### src/rtl/ccff_chain_loader.sv
// Serializes bitstream words MSB-first into a tile's ccff configuration chain, stopping after CHAIN_LEN bits.
// Define CCFF_READBACK_EN to add capture of the chain's previous contents (rb_data/rb_valid) from ccff_tail.
module ccff_chain_loader #(
    parameter int WORD_W    = 32,
    parameter int CHAIN_LEN = 36
) (
    input  logic                           prog_clk,
    input  logic                           pReset,
    input  logic                           start,
    input  logic [WORD_W-1:0]              cfg_data,
    input  logic                           cfg_valid,
    output logic                           cfg_ready,
    output logic                           ccff_head,
    output logic                           ccff_shift_en,
    input  logic                           ccff_tail,
    output logic                           busy,
    output logic                           done,
`ifdef CCFF_READBACK_EN
    output logic [WORD_W-1:0]              rb_data,
    output logic                           rb_valid,
`endif
    output logic [$clog2(CHAIN_LEN+1)-1:0] bit_count
);

    // state   | meaning
    // S_IDLE  | waiting for start
    // S_LOAD  | cfg_ready high, waiting for the next word
    // S_SHIFT | one chain bit per cycle; ccff_shift_en high for each
    // S_DONE  | CHAIN_LEN bits loaded; start begins a new load

    localparam int CNT_W = $clog2(CHAIN_LEN+1);
    localparam int WL_W  = $clog2(WORD_W+1);

    typedef enum logic [1:0] {S_IDLE, S_LOAD, S_SHIFT, S_DONE} state_t;

    state_t            state, state_n;
    logic [WORD_W-1:0] shreg;
    logic [WL_W-1:0]   word_left, word_left_n;
    logic [CNT_W-1:0]  remaining;
    logic              load_start, accept, shift_step, last_shift;

    assign remaining = CNT_W'(CHAIN_LEN) - bit_count;

    // Last word of a load only contributes the bits still owed to the chain.
    always_comb begin
        word_left_n = WL_W'(remaining);
        if (int'(remaining) >= WORD_W) word_left_n = WL_W'(WORD_W);
    end

    always_ff @(posedge prog_clk) begin
        if (!pReset) state <= S_IDLE;
        else         state <= state_n;
    end

    always_comb begin
        state_n    = state;
        cfg_ready  = 1'b0;
        load_start = 1'b0;
        accept     = 1'b0;
        shift_step = 1'b0;
        last_shift = 1'b0;
        case (state)
            S_IDLE, S_DONE: begin
                if (start) begin
                    state_n    = S_LOAD;
                    load_start = 1'b1;
                end
            end
            S_LOAD: begin
                cfg_ready = 1'b1;
                if (cfg_valid) begin
                    accept  = 1'b1;
                    state_n = S_SHIFT;
                end
            end
            S_SHIFT: begin
                shift_step = 1'b1;
                if (word_left == WL_W'(1)) begin
                    last_shift = 1'b1;
                    state_n    = (bit_count == CNT_W'(CHAIN_LEN-1)) ? S_DONE : S_LOAD;
                end
            end
            default: state_n = S_IDLE;
        endcase
    end

    // ccff_shift_en is raised at the accepting edge so it is high exactly while in SHIFT.
    always_ff @(posedge prog_clk) begin
        if (!pReset) begin
            ccff_head     <= 1'b0;
            ccff_shift_en <= 1'b0;
            busy          <= 1'b0;
            done          <= 1'b0;
            bit_count     <= '0;
            shreg         <= '0;
            word_left     <= '0;
        end else begin
            busy <= (state_n == S_LOAD) || (state_n == S_SHIFT);
            done <= (state_n == S_DONE);
            if (load_start) bit_count <= '0;
            if (accept) begin
                ccff_head     <= cfg_data[WORD_W-1];
                shreg         <= cfg_data << 1;
                ccff_shift_en <= 1'b1;
                word_left     <= word_left_n;
            end
            if (shift_step) begin
                bit_count <= bit_count + CNT_W'(1);
                word_left <= word_left - WL_W'(1);
                if (last_shift) begin
                    ccff_shift_en <= 1'b0;
                end else begin
                    ccff_head <= shreg[WORD_W-1];
                    shreg     <= shreg << 1;
                end
            end
        end
    end

`ifdef CCFF_READBACK_EN
    localparam int RB_W = $clog2(WORD_W+1);

    logic [WORD_W-1:0] rb_shreg, rb_next;
    logic [WORD_W:0]   rb_wide;
    logic [RB_W-1:0]   rb_cnt, rb_n;
    logic              final_bit;

    assign rb_wide   = {rb_shreg, ccff_tail};
    assign rb_next   = rb_wide[WORD_W-1:0];
    assign rb_n      = rb_cnt + RB_W'(1);
    assign final_bit = last_shift && (state_n == S_DONE);

    // A short final word is left-justified so the oldest sample lands in the MSB.
    always_ff @(posedge prog_clk) begin
        if (!pReset) begin
            rb_shreg <= '0;
            rb_cnt   <= '0;
            rb_data  <= '0;
            rb_valid <= 1'b0;
        end else begin
            rb_valid <= 1'b0;
            if (load_start) rb_cnt <= '0;
            if (ccff_shift_en) begin
                rb_shreg <= rb_next;
                if (rb_n == RB_W'(WORD_W) || final_bit) begin
                    rb_data  <= rb_next << (WORD_W - int'(rb_n));
                    rb_valid <= 1'b1;
                    rb_cnt   <= '0;
                end else begin
                    rb_cnt <= rb_n;
                end
            end
        end
    end
`else
    logic unused_tail;
    assign unused_tail = ccff_tail;
`endif

endmodule

### config.mk
export PLATFORM = sky130hd
export DESIGN_NAME = ccff_chain_loader
export DESIGN_NICKNAME = d
export VERILOG_FILES = /design/src/rtl/ccff_chain_loader.sv
export SDC_FILE = /design/constraint.sdc
export NUM_CORES = 1
export LEC_CHECK = 0
export CAP_MARGIN = 20
export CORE_MARGIN = 2
export CORE_UTILIZATION = 52
export DETAILED_ROUTE_END_ITERATION = 10
export GPL_TIMING_DRIVEN = 1
export PLACE_DENSITY = 0.82
export SLEW_MARGIN = 10
export SYNTH_ARGS = -nofsm -noshare
export SYNTH_HDL_FRONTEND = slang
export SYNTH_SLANG_ARGS = --single-unit
export TNS_END_PERCENT = 50
### constraint.sdc
create_clock -name prog_clk -period 2.1 [get_ports prog_clk]
set_input_delay 0.21 -clock prog_clk [delete_from_list [all_inputs] [get_ports prog_clk]]
set_output_delay 0.21 -clock prog_clk [all_outputs]
set_load 0.005 [all_outputs]
==> qor.txt <==
status -> finished clean
register area -> 1000 um^2
layout cells sized above 1 -> 0.128
n_diodes -> 0
Clock Latency Late Sink -> 0.31 ns
Clk pin slew, worst setup/hold paths -> 0.09 ns
fin crit share -> 0.939
H-tree Lvls -> 2
P_int -> 1.47 mW
Leak -> 1.18 nW
FMAX -> 0.507 GHz
Synth Register Bits -> 50
# hold bufs at CTS -> 0
Vias -> 2262
filler cell count -> 373
Worst Setup Start Kind -> flop
worst-path cell chain -> inv_2, ha_1, or4b_4, nor2_1, nand4b_1, nand3_2, ha_4, and2_1
Syn-to-layout area delta -> 26.2%
syn nets -> 346
Finished Layout Cells -> 399
gpl congestion -> 0.845
DR vias/cell -> 5.67
Final ANT Viol Nets -> 0
crit path launch -> word_left[1]
vias in the first global route -> 2054
Largest stage delay, worst path -> 0.49 ns
asr flop ratio synth -> 0
grt ovf -> 0
final hold slack -> 0.468 ns
Unique masters post-synth -> 47
per-cell routed wire length -> 13.3 um
register share of total power -> 0.525
PortBufs -> 46
largest net degree at the start of global routing -> 37
Hold Fails Final Rpt -> 0
setup TNS -> 0 ns
Hold/Removal Path Class -> in2reg
global-route wire length before repair -> 8.98 mm
RSZ-0062 raised after global routing -> no
buffers and inverters on the worst path -> 1
initial core utilization -> 0.538
dominant synthesized flop cell -> dfxtp_1
synthesized cell area -> 2530 um^2
Crit path max-delay family -> simple AND/OR/NAND/NOR gates
Post-Route Skew -> 0.00337 ns
Num Clock Sinks -> 50
CTS root buffer -> clkbuf_8
total power -> 1.97 mW
final net count -> 388
Crit-path slowest cell -> or4b_4
Total GRT Usage -> 0.210
Row Count -> 25
endpoints failing setup -> 0
P_sw -> 0.501 mW
part of the power in combinational logic -> 0.157
initial antenna violation count -> 0
Post-synth EDFFs -> 0
critical path class -> reg2reg
detailed-route wire length -> 5.30 mm
power density cells -> 617 nW/um^2
Num CTS Buffers -> 5
sequential share of the synthesized area -> 0.396
max-cap viol count -> 0
core box area -> 4690 um^2
Initial DRT Pass Iterations -> 4
CP endpoint kind -> flop
slew at the pin closest to its max-slew limit -> 0.374 ns
Die ar. -> 5430 um^2
Clock Path Buffers -> 2
Data required, critical path -> 2.31 ns
crit path DAT -> 2.18 ns
Slew HR -> 0.749
worst r2r src -> word_left[1]
area of the multi-input gates -> 1400 um^2
CTS tree -> done
DRC -> 0
die height -> 73.7 um
clock share of power -> 0.318
minimum clock period -> 1.97 ns
worst-path fanout max -> 3
max-slew violation count -> 0
HPWL Detailed -> 3.56 mm
DP Cell Count -> 390
Yosys warnings -> 0
Syn Inst Count -> 302
synthesized area per cell -> 8.36 um^2
Peak VDD IR -> 0.418 mV
min-delay src -> cfg_data[7]
die width -> 73.7 um
initial drt markers -> 124
# IOs -> 48
Sw Share -> 0.255
==> cell usage in the layout, fill, tap and decap left out, types with 2 or more instances in the layout <==
| cell type | instances |
|---|---|
| o21a_1 | 2 |
| a31oi_1 | 4 |
| xnor2_1 | 2 |
| nand2_1 | 69 |
| nand3_1 | 5 |
| inv_1 | 9 |
| a311oi_1 | 15 |
| buf_4 | 7 |
| a311oi_2 | 17 |
| and2_1 | 4 |
| ha_1 | 6 |
| buf_6 | 2 |
| o211ai_1 | 2 |
| clkdlybuf4s50_1 | 46 |
| nor2_1 | 38 |
| or3_1 | 4 |
| dfxtp_1 | 49 |
| clkbuf_8 | 7 |
| and4_1 | 2 |
| a21oi_1 | 11 |
| nand4_1 | 2 |
| buf_12 | 2 |
| o21ai_0 | 7 |
| nor2b_1 | 2 |
| or2_2 | 2 |
| nand2b_1 | 3 |
==> registers in the layout, summed over array words and instances (netlist names) <==
name / count
ccff_head: 1
word_left: 6
state: 2
busy: 1
done: 1
bit_count: 6
ccff_shift_en: 1
shreg: 32
==> Yosys cell counts (2+ instances only) <==
library cell | count | area share
or2_2 | 2 | 0.0050
and4_1 | 2 | 0.0069
nor2b_1 | 2 | 0.0050
o211ai_1 | 2 | 0.0059
and2_1 | 4 | 0.0099
nand4_1 | 2 | 0.0050
a311oi_2 | 17 | 0.10
a31oi_1 | 4 | 0.0099
a21oi_1 | 11 | 0.022
nand3_1 | 6 | 0.012
o21ai_0 | 7 | 0.014
or3_1 | 4 | 0.0099
inv_1 | 10 | 0.015
dfxtp_1 | 50 | 0.40
nor2_1 | 38 | 0.056
buf_6 | 3 | 0.013
buf_2 | 3 | 0.0059
a311oi_1 | 15 | 0.052
clkbuf_1 | 14 | 0.021
nand2b_1 | 3 | 0.0074
xnor2_1 | 2 | 0.0069
nand2_1 | 69 | 0.10
ha_1 | 7 | 0.035
o21a_1 | 2 | 0.0059
==> worst paths after layout <==
kind | to | slack [ns] | cells past startpoint
worst max-delay path | busy | 0.13 | 8
worst min-delay path | shreg[8] | 0.47 | 3
worst max register to register | busy | 0.13 | 8
worst min register to register | shreg[1] | 0.49 | 2
==> power groups by stage <==
stage                     Combinational [mW]  Sequential (mW)  Clock, mW
after floorplan                        0.171             1.05          0
after global placement                 0.299             1.05          0
after detailed placement               0.304             1.05          0
after CTS                              0.307             1.03      0.636
after global routing                   0.342             1.04      0.663
final                                  0.309             1.03      0.626
==> cells by family (layout without fill, tap and decap cells) <==
group / count (synthesis) / count (layout) / synth area share
mux: 1 / 1 / 0.00396
fa+ha+maj: 7 / 7 / 0.0347
flops: 50 / 50 / 0.396
simple gates: 140 / 140 / 0.247
xor+xnor: 3 / 3 / 0.0104
buf+inv: 33 / 76 / 0.0609
compound gates: 68 / 68 / 0.247
==> worst register-to-register path, delay by kind of cell (launching register included) <==
family                     cells  cell delay (ns)
adders and majority gates      2             0.31
and+or+nand+nor                5             1.17
buffers and inverters          1             0.05
DFF                            1             0.34
==> area by class of cell <==
cell class              count  share of cell area
multi-input cells         219               0.438
repair buffers             57               0.181
flip-flops and latches     50               0.314
inverters                  11              0.0130
well taps                  54              0.0212
clock buffers               7              0.0302
clock inverters             1             0.00275
==> per-layer routing <==
| metal | global-route usage | vias up | wire, um |
|---|---|---|---|
| li1 | - | 1155 | - |
| met1 | 0.266 | 1048 | 2430 |
| met2 | 0.347 | 49 | 2560 |
| met3 | 0.0384 | 10 | 197 |
| met4 | 0.0889 | 0 | 108 |
| met5 | 0 | - | 0 |
==> per-stage QoR <==
stage / util / instance area [um^2] / setup WS [ns]
finish: 0.679 / 3190 / 0.129
global route: 0.679 / 3190 / 0.0151
CTS: 0.672 / 3150 / 0.0710
detailed placement: 0.650 / 3050 / 0.0939
global placement: 0.650 / 3050 / 0.140
floorplan: - / 2530 / 0.194
==> timing repair <==
item                       in CTS  in global routing
resized for setup               0                  6
setup buffers                   0                  1
setup endpoints to repair       0                 27
Note: power is estimated with default switching activity, not from simulation.
